**src/rtl/lcd_ci_sequencer_if.sv**
```systemverilog
// lcd_ci_sequencer_if: custom-instruction handshake between the Nios II core (master) and the LCD sequencer (slave).
interface lcd_ci_sequencer_if;
   logic        clk_en;
   logic        start;
   logic        done;
   logic [31:0] dataa;
   logic [31:0] datab;
   logic [31:0] result;
   modport master (output clk_en, start, dataa, datab, input result, done);
   modport slave (input clk_en, start, dataa, datab, output result, done);
endinterface

```
**src/rtl/lcd_ci_sequencer.sv**
```systemverilog
// lcd_ci_sequencer: Nios II custom-instruction HD44780 write sequencer with backlight and illegal-opcode return.
// Define LCD_NIBBLE_EN for 4-bit bus mode (high nibble then low nibble on db[7:4]).
module lcd_ci_sequencer #(
   parameter int SETUP_CYC     = 4,
   parameter int EN_HIGH_CYC   = 25,
   parameter int HOLD_CYC      = 25,
   parameter int EXEC_CYC      = 2000,
   parameter int LONG_EXEC_CYC = 82000,
   parameter int CNT_W         = 17
) (
   input  logic              clk,
   input  logic              reset,
   lcd_ci_sequencer_if.slave ci,
   output logic              bl,
   output logic              rs,
   output logic              rw,
   output logic              en,
   output logic [7:0]        db
);
   typedef enum logic [2:0] {IDLE, SETUP, PULSE, HOLD, EXEC, DONE} state_t;
   localparam logic [CNT_W-1:0] C_SETUP = CNT_W'(SETUP_CYC - 1);
   localparam logic [CNT_W-1:0] C_EN    = CNT_W'(EN_HIGH_CYC - 1);
   localparam logic [CNT_W-1:0] C_HOLD  = CNT_W'(HOLD_CYC - 1);
   localparam logic [CNT_W-1:0] C_EXEC  = CNT_W'(EXEC_CYC - 1);
   localparam logic [CNT_W-1:0] C_LONG  = CNT_W'(LONG_EXEC_CYC - 1);
   state_t           state_q, state_d;
   logic [CNT_W-1:0] cnt_q, cnt_d;
   logic [31:0]      pay_q, pay_d, result_q, result_d;
   logic [1:0]       left_q, left_d;
   logic [2:0]       tot_q, tot_d;
   logic             done_q, done_d, bl_q, bl_d, rs_q, rs_d, en_q, en_d;
   logic [7:0]       db_q, db_d;
   logic             long_exec;
   logic             unused;
   // Clear (0x01) and home (0x02/0x03) need the long execution wait.
   assign long_exec = !rs_q && pay_q[7:2] == 6'd0 && pay_q[1:0] != 2'd0;
   assign unused = ^ci.dataa[31:5];
`ifdef LCD_NIBBLE_EN
   logic lo_q, lo_d;
   function automatic logic [7:0] bus(input logic [7:0] b);
      return b & 8'hF0;
   endfunction
`else
   function automatic logic [7:0] bus(input logic [7:0] b);
      return b;
   endfunction
`endif
   always_comb begin
      state_d  = state_q;
      cnt_d    = cnt_q;
      pay_d    = pay_q;
      result_d = result_q;
      left_d   = left_q;
      tot_d    = tot_q;
      done_d   = done_q;
      bl_d     = bl_q;
      rs_d     = rs_q;
      en_d     = en_q;
      db_d     = db_q;
`ifdef LCD_NIBBLE_EN
      lo_d     = lo_q;
`endif
      if (ci.clk_en) begin
         done_d = 1'b0;
         case (state_q)
            IDLE: if (ci.start) begin
               pay_d  = ci.datab;
               left_d = ci.dataa[2:0] == 3'd2 ? ci.dataa[4:3] : 2'd0;
               tot_d  = {1'b0, left_d} + 3'd1;
               if (ci.dataa[2:0] <= 3'd2) begin
                  rs_d    = ci.dataa[2:0] != 3'd0;
                  db_d    = bus(ci.datab[7:0]);
                  cnt_d   = C_SETUP;
                  state_d = SETUP;
               end else begin
                  bl_d     = ci.dataa[2:0] == 3'd3 ? ci.datab[0] : bl_q;
                  result_d = ci.dataa[2:0] == 3'd3 ? 32'd0 : 32'hFFFF_FFFF;
                  done_d   = 1'b1;
                  state_d  = DONE;
               end
            end
            SETUP: if (cnt_q != '0) cnt_d = cnt_q - CNT_W'(1);
               else begin
                  en_d    = 1'b1;
                  cnt_d   = C_EN;
                  state_d = PULSE;
               end
            PULSE: if (cnt_q != '0) cnt_d = cnt_q - CNT_W'(1);
               else begin
                  en_d    = 1'b0;
                  cnt_d   = C_HOLD;
                  state_d = HOLD;
               end
            HOLD: if (cnt_q != '0) cnt_d = cnt_q - CNT_W'(1);
`ifdef LCD_NIBBLE_EN
               else if (!lo_q) begin
                  lo_d    = 1'b1;
                  db_d    = {pay_q[3:0], 4'h0};
                  cnt_d   = C_SETUP;
                  state_d = SETUP;
               end
`endif
               else begin
`ifdef LCD_NIBBLE_EN
                  lo_d    = 1'b0;
`endif
                  db_d    = 8'd0;
                  cnt_d   = long_exec ? C_LONG : C_EXEC;
                  state_d = EXEC;
               end
            EXEC: if (cnt_q != '0) cnt_d = cnt_q - CNT_W'(1);
               else if (left_q != 2'd0) begin
                  left_d  = left_q - 2'd1;
                  pay_d   = pay_q >> 8;
                  db_d    = bus(pay_q[15:8]);
                  cnt_d   = C_SETUP;
                  state_d = SETUP;
               end else begin
                  result_d = {29'd0, tot_q};
                  done_d   = 1'b1;
                  state_d  = DONE;
               end
            default: state_d = IDLE;
         endcase
      end
   end
   always_ff @(posedge clk or posedge reset) begin
      if (reset) begin
         state_q  <= IDLE;
         cnt_q    <= '0;
         pay_q    <= '0;
         result_q <= '0;
         left_q   <= '0;
         tot_q    <= '0;
         done_q   <= 1'b0;
         bl_q     <= 1'b0;
         rs_q     <= 1'b0;
         en_q     <= 1'b0;
         db_q     <= '0;
`ifdef LCD_NIBBLE_EN
         lo_q     <= 1'b0;
`endif
      end else begin
         state_q  <= state_d;
         cnt_q    <= cnt_d;
         pay_q    <= pay_d;
         result_q <= result_d;
         left_q   <= left_d;
         tot_q    <= tot_d;
         done_q   <= done_d;
         bl_q     <= bl_d;
         rs_q     <= rs_d;
         en_q     <= en_d;
         db_q     <= db_d;
`ifdef LCD_NIBBLE_EN
         lo_q     <= lo_d;
`endif
      end
   end
   assign ci.done   = done_q;
   assign ci.result = result_q;
   assign bl = bl_q;
   assign rs = rs_q;
   assign rw = 1'b0;
   assign en = en_q;
   assign db = db_q;
endmodule
```
**src/flat_wrapper.sv**
```systemverilog
// flat-port wrapper written by rule: the top's interface ports become plain ports
module lcd_ci_sequencer_flat 
#(
   parameter int SETUP_CYC     = 4,
   parameter int EN_HIGH_CYC   = 25,
   parameter int HOLD_CYC      = 25,
   parameter int EXEC_CYC      = 2000,
   parameter int LONG_EXEC_CYC = 82000,
   parameter int CNT_W         = 17
)
  (clk, reset, bl, rs, rw, en, db, ci_clk_en, ci_start, ci_dataa, ci_datab, ci_result, ci_done);
  lcd_ci_sequencer_if ci_i ();
  input  logic clk;
  input  logic reset;
  output logic bl;
  output logic rs;
  output logic rw;
  output logic en;
  output logic [7:0] db;
  input wire logic [$bits(ci_i.clk_en)-1:0] ci_clk_en;
  input wire logic [$bits(ci_i.start)-1:0] ci_start;
  input wire logic [$bits(ci_i.dataa)-1:0] ci_dataa;
  input wire logic [$bits(ci_i.datab)-1:0] ci_datab;
  output wire logic [$bits(ci_i.result)-1:0] ci_result;
  output wire logic [$bits(ci_i.done)-1:0] ci_done;
  assign ci_i.clk_en = ci_clk_en;
  assign ci_i.start = ci_start;
  assign ci_i.dataa = ci_dataa;
  assign ci_i.datab = ci_datab;
  assign ci_result = ci_i.result;
  assign ci_done = ci_i.done;
  lcd_ci_sequencer #(.SETUP_CYC(SETUP_CYC), .EN_HIGH_CYC(EN_HIGH_CYC), .HOLD_CYC(HOLD_CYC), .EXEC_CYC(EXEC_CYC), .LONG_EXEC_CYC(LONG_EXEC_CYC), .CNT_W(CNT_W)) u_core (.clk(clk), .reset(reset), .ci(ci_i), .bl(bl), .rs(rs), .rw(rw), .en(en), .db(db));
endmodule
```
**config.mk**
```make
export PLATFORM = sky130hd
export DESIGN_NAME = lcd_ci_sequencer_flat
export DESIGN_NICKNAME = d
export VERILOG_FILES = /design/src/rtl/lcd_ci_sequencer_if.sv /design/src/rtl/lcd_ci_sequencer.sv /design/src/flat_wrapper.sv
export SDC_FILE = /design/constraint.sdc
export NUM_CORES = 1
export LEC_CHECK = 0
export CAP_MARGIN = 20
export CORE_ASPECT_RATIO = 1.2
export CORE_MARGIN = 5
export CORE_UTILIZATION = 40
export CTS_CLUSTER_SIZE = 8
export DETAILED_ROUTE_END_ITERATION = 10
export PLACE_DENSITY = 0.79
export RECOVER_POWER = 100
export SLEW_MARGIN = 0
export SYNTH_ARGS = -nofsm -noshare
export SYNTH_HDL_FRONTEND = slang
export SYNTH_SLANG_ARGS = --single-unit
```
**constraint.sdc**
```tcl
create_clock -name clk -period 4.2 [get_ports clk]
set_clock_uncertainty 0.15 [all_clocks]
set_input_delay 0.63 -clock clk [delete_from_list [all_inputs] [get_ports clk]]
set_output_delay 0.63 -clock clk [all_outputs]
set_load 0.01 [all_outputs]
```
# == Word-level counts from Yosys, hierarchy flattened ==
# Cells that the tools add are included.
# word_totals
register_bits,101
out_inout_bits,45
# op_classes
mux,45
n_lt_le_gt_ge,1
n_addsub,3
n_reduce_logical,23
n_eq_ne,16
n_bitwise,1
# op_table
cell,n
32-bit two-way mux,8
32-bit one-hot mux with 2 select lines,2
17-bit two-way mux,7
17-bit one-hot mux with 4 select lines,1
8-bit two-way mux,5
8-bit one-hot mux with 3 select lines,1
3-bit two-way mux,7
17-bit nonzero test,1
"17-bit by 1-bit subtractor with 17-bit output, second input constant",1
3-bit one-hot mux with 5 select lines,1
5-bit AND reduction,3
"2-bit != test, second input constant",7
"3-bit by 2-bit == test with 1-bit output, second input constant",4
6-bit AND reduction,2
2-bit two-way mux,4
4-bit AND reduction,2
2-bit nonzero test,4
7-bit AND reduction,1
6-bit logical NOT,1
1-bit two-way mux,6
3-bit nonzero test,2
"2-bit by 1-bit != test with 1-bit output, second input constant",2
1-bit one-hot mux with 2 select lines,2
2-bit one-hot mux with 2 select lines,1
13 further kinds,14

# == Logic depth before layout (Yosys ltp) ==
# logic_depth
ltp_word,6
depth_mapped,8
depth_no_buf,7

# == Worst setup path after synthesis ==
# No wires, ideal clock.
# synth_timing
path_kind,reg2reg
from,register u_core.cnt_q[0]
to,register u_core.db_q[0] (netlist: u_core.db[0])
setup_slack_ps,1396
stages_incl_launch_ff,8
arrival_ps,2529
setup_ps,125
path_buffers,0
cell_sequence,dfrtp_1 inv_1 ha_1 or4b_2 or4_4 a2111oi_4 o21ai_4 mux2_4
# synth_between
elab_chain_len,3
# synth_rtl
element,line,text
from (decl),lcd_ci_sequencer.sv:27,"logic [CNT_W-1:0] cnt_q, cnt_d;"
from (signal assigned),lcd_ci_sequencer.sv:145,cnt_q <= cnt_d;
17-bit nonzero test *,"lcd_ci_sequencer.sv:94, lcd_ci_sequencer.sv:111",
2-bit != test (no line),n/a,
7-bit AND reduction (no line) *,n/a,
to (signal assigned),lcd_ci_sequencer.sv:139,db_q <= '0;
to (signal assigned),lcd_ci_sequencer.sv:154,db_q <= db_d;
to (decl),lcd_ci_sequencer.sv:32,"logic [7:0] db_q, db_d;"
# Every way passes the cells marked *; elsewhere a longest branch is shown, timed or not.
# A chain may end at the register's enable or synchronous reset.

# == Final worst setup path ==
# layout_timing
from,register u_core.cnt_q[0]
to,register u_core.db_q[5] (netlist: u_core.db[5])
# The elaborated chain is that of the path after synthesis.

==> flow_summary.ini <==
[run_status]
status = finished clean

[finish]
area_delta_synth_final_pct = 24.8
final_common_cell = nand2_1
fin_cells = 640
fin_nets = 578
final_cell_mix = nand2_1 (100), dfrtp_1 (73), dlygate4sd3_1 (45)
num-fill-cells = 936
layout-drive-gt1-share_pct = 8.02
diodes = 0

[detailed_routing]
dr_wl_met3_um = 644
drt_wl_total_um = 10000
antenna_left = 0
wl_per_cell_um = 15.6
via_per_inst = 5.46
dr.pass1.iters = 4
drcViolationCount = 0
vias = 3493
maxUsedRoutingLayer = met4
drt_iter0_markers = 370
route.met2.wl_um = 4990
drt-met1-wl_um = 4080

[timing]
hold_slack_ns = 0.315
rsz0062_at_grt = false
tns_ns = 0
post-route-period-util_pct = 83.7
min_period_ns = 3.52
setup_viol = 0
fmax_mhz = 284
slew_headroom_pct = 10.7
slew_viol_final = 0
finalHoldViolCount = 0
tightestPinTransition_ns = 1.34

[floorplan]
fp.coreArea_um2 = 10400
io_pins = 113
die_w_um = 104
initial_utilization_pct = 40.4
fp-row-count = 41
die_y_um = 122
die_area_um2 = 12700

[logic_synthesis]
syn_area_per_cell_um2 = 9.19
syn_area_um2 = 4210
synth_fp_nets = 530
syn_inst = 458
ys_seq_area_share_pct = 43.4
synth_cell_types = 57
ys.flop_type = dfrtp_1
synthArstFlopShare_pct = 100
ys_ff_latch = 73
ys_warn_count = 0
synth_edf_count = 0

[pwr]
p_leak_uw = 0.00242
comb_power_share_pct = 46.1
power.internal_uw = 2420
p_seq_share_pct = 33.2
switching_power_uw = 1560
ir_drop_mv = 0.244
clkPwrFrac_pct = 20.7
switching_share_pct = 39.2
power.density_nw_per_um2 = 757
p_total_uw = 3970

[placement]
dpl.hpwl_um = 7050
port_buffers = 84
dpl.cell_count = 624
routabilityCongestion = 0.857

[worst_setup_path]
crit_start = u_core.cnt_q[0]$_DFFE_PP0P_
cp.required_ns = 4.27
startpoint_type = register
crit_type = reg -> reg
cp-end-kind = register
cp.arrival_ns = 3.59
r2r_cells = 8
reg2reg_to = u_core.db[5]$_DFFE_PP0P_
reg2reg_setup_slack_ns = 0.68
timing.rr.start = u_core.cnt_q[0]$_DFFE_PP0P_
crit_fanout = 15

[cts]
clock_latency_ns = 0.34
clkTransAtPathRegs_ns = 0.06
cts.sinks = 73
cts_buffers = 9
cts_root_buffer = clkbuf_16
post-cts-setup-buffers = 0
cts_resized = 0
htree_levels = 3
cts_buffer_depth = 2
holdBufCountCts = 0
tritoncts = yes

[min_path]
min_from = u_core.cnt_q[15]$_DFFE_PP0P_
min_to = u_core.cnt_q[15]$_DFFE_PP0P_
hold_path_class = reg -> reg
whs_path_depth = 1

[global_route]
grt_use_total_pct = 15.9
grt_start_max_net_pins = 45
grt-ovfl-total = 0
grt_pass1_wl_um = 16600
antenna_found_initial = 0
grt_pass1_vias = 3412

[job]
cap_violations = 0
## area by class of cell
class	instances	area, um^2	share of cell area, %
clock buffer	9	225	4.29
tap	129	161	3.07
multi-input combinational	317	2000	38.1
inverter	13	48.8	0.929
clock inverter	7	93.8	1.79
sequential	73	1830	34.8
timing repair buffer	92	893	17.0
## state kept, by name, indices dropped and copies added, names as in the netlist, 2 cells and up
name              flops
u_core.cnt_q         17
u_core.tot_q          3
u_core.state_q        3
u_core.ci.result      4
u_core.left_q         2
u_core.pay_q         32
u_core.db             8
## metrics by stage
step / utilization (%) / worst slack [ns] / instance area (um^2)
finish: 50.4 / 0.685 / 5250
global placement: 47.6 / 1.09 / 4960
detailed placement: 47.6 / 1.07 / 4960
CTS: 50.7 / 1.05 / 5280
global route: 50.4 / 0.437 / 5250
floorplan: - / 1.40 / 4210
## synthesized netlist by cell type (2+ instances only)
| library cell | n | area [um^2] |
|---|---|---|
| dfrtp_1 | 73 | 1830 |
| a31oi_1 | 2 | 12.5 |
| and3_1 | 4 | 25.0 |
| mux2_1 | 21 | 236 |
| and4_1 | 8 | 70.1 |
| a21o_1 | 11 | 82.6 |
| o22a_1 | 3 | 26.3 |
| or4_1 | 4 | 30.0 |
| nand2b_1 | 2 | 12.5 |
| a211oi_1 | 4 | 30.0 |
| nand2_1 | 100 | 375 |
| clkbuf_1 | 20 | 75.1 |
| mux2_4 | 8 | 120 |
| o21ai_0 | 31 | 155 |
| nand4_1 | 2 | 12.5 |
| a22o_1 | 10 | 87.6 |
| a21oi_1 | 13 | 65.1 |
| or3_1 | 2 | 12.5 |
| inv_1 | 13 | 48.8 |
| o21ai_1 | 5 | 25.0 |
| ha_1 | 4 | 50.1 |
| buf_2 | 4 | 20.0 |
| mux2_2 | 7 | 78.8 |
| nor3_1 | 14 | 70.1 |
| o31ai_1 | 2 | 15.0 |
| nor4_1 | 8 | 50.1 |
| o211ai_1 | 3 | 22.5 |
| buf_4 | 29 | 218 |
| nor2_1 | 17 | 63.8 |
| nand3_1 | 6 | 30.0 |
| buf_1 | 2 | 7.51 |
## routing by layer
layer,vias up,global-route usage [%]
li1,1680,-
met4,0,8.53
met5,-,0
met1,1664,18.8
met3,25,4.47
met2,124,26.4
## power by group through the flow
stage	sequential, uW	combinational [uW]	clock (uW)
2_1_floorplan	1250	1440	0
3_3_place_gp	1310	1890	0
3_5_place_dp	1330	1950	0
4_1_cts	1330	1960	839
5_1_grt	1370	2030	863
6_report	1320	1830	823
## logic make-up (layout without fill, tap and decap cells)
kind of cell / Yosys count / in the layout / share of synthesized area (%)
XOR/XNOR: 1 / 1 / 0.208
AND/OR/NAND/NOR: 176 / 176 / 19.7
adder cells (fa/ha/maj): 4 / 4 / 1.19
flip-flops: 73 / 73 / 43.4
AO/OA/AOI/OAI: 98 / 98 / 16.0
buffers and inverters: 68 / 121 / 8.77
other: 1 / 1 / 0.0891
multiplexers: 37 / 37 / 10.6
## worst max-delay path: stages, from the launching register on
cell	delay, ns
dfrtp_1	0.41
inv_1	0.09
ha_1	0.14
or4b_2	0.63
nor4_1	0.89
buf_4	0.35
and2_1	0.22
o21ai_4	0.15
mux2_1	0.36
## worst max-delay path by stage
stage / end / cells past startpoint
final: u_core.db[5]$_DFFE_PP0P_ / 8
after global routing: u_core.cnt_q[2]$_DFFE_PP0P_ / 8
after CTS: u_core.db[4]$_DFFE_PP0P_ / 6
after detailed placement: u_core.db[2]$_DFFE_PP0P_ / 8
after global placement: u_core.db[4]$_DFFE_PP0P_ / 6
after floorplan: u_core.db[0]$_DFFE_PP0P_ / 7
(Power assumes the default switching activity.)
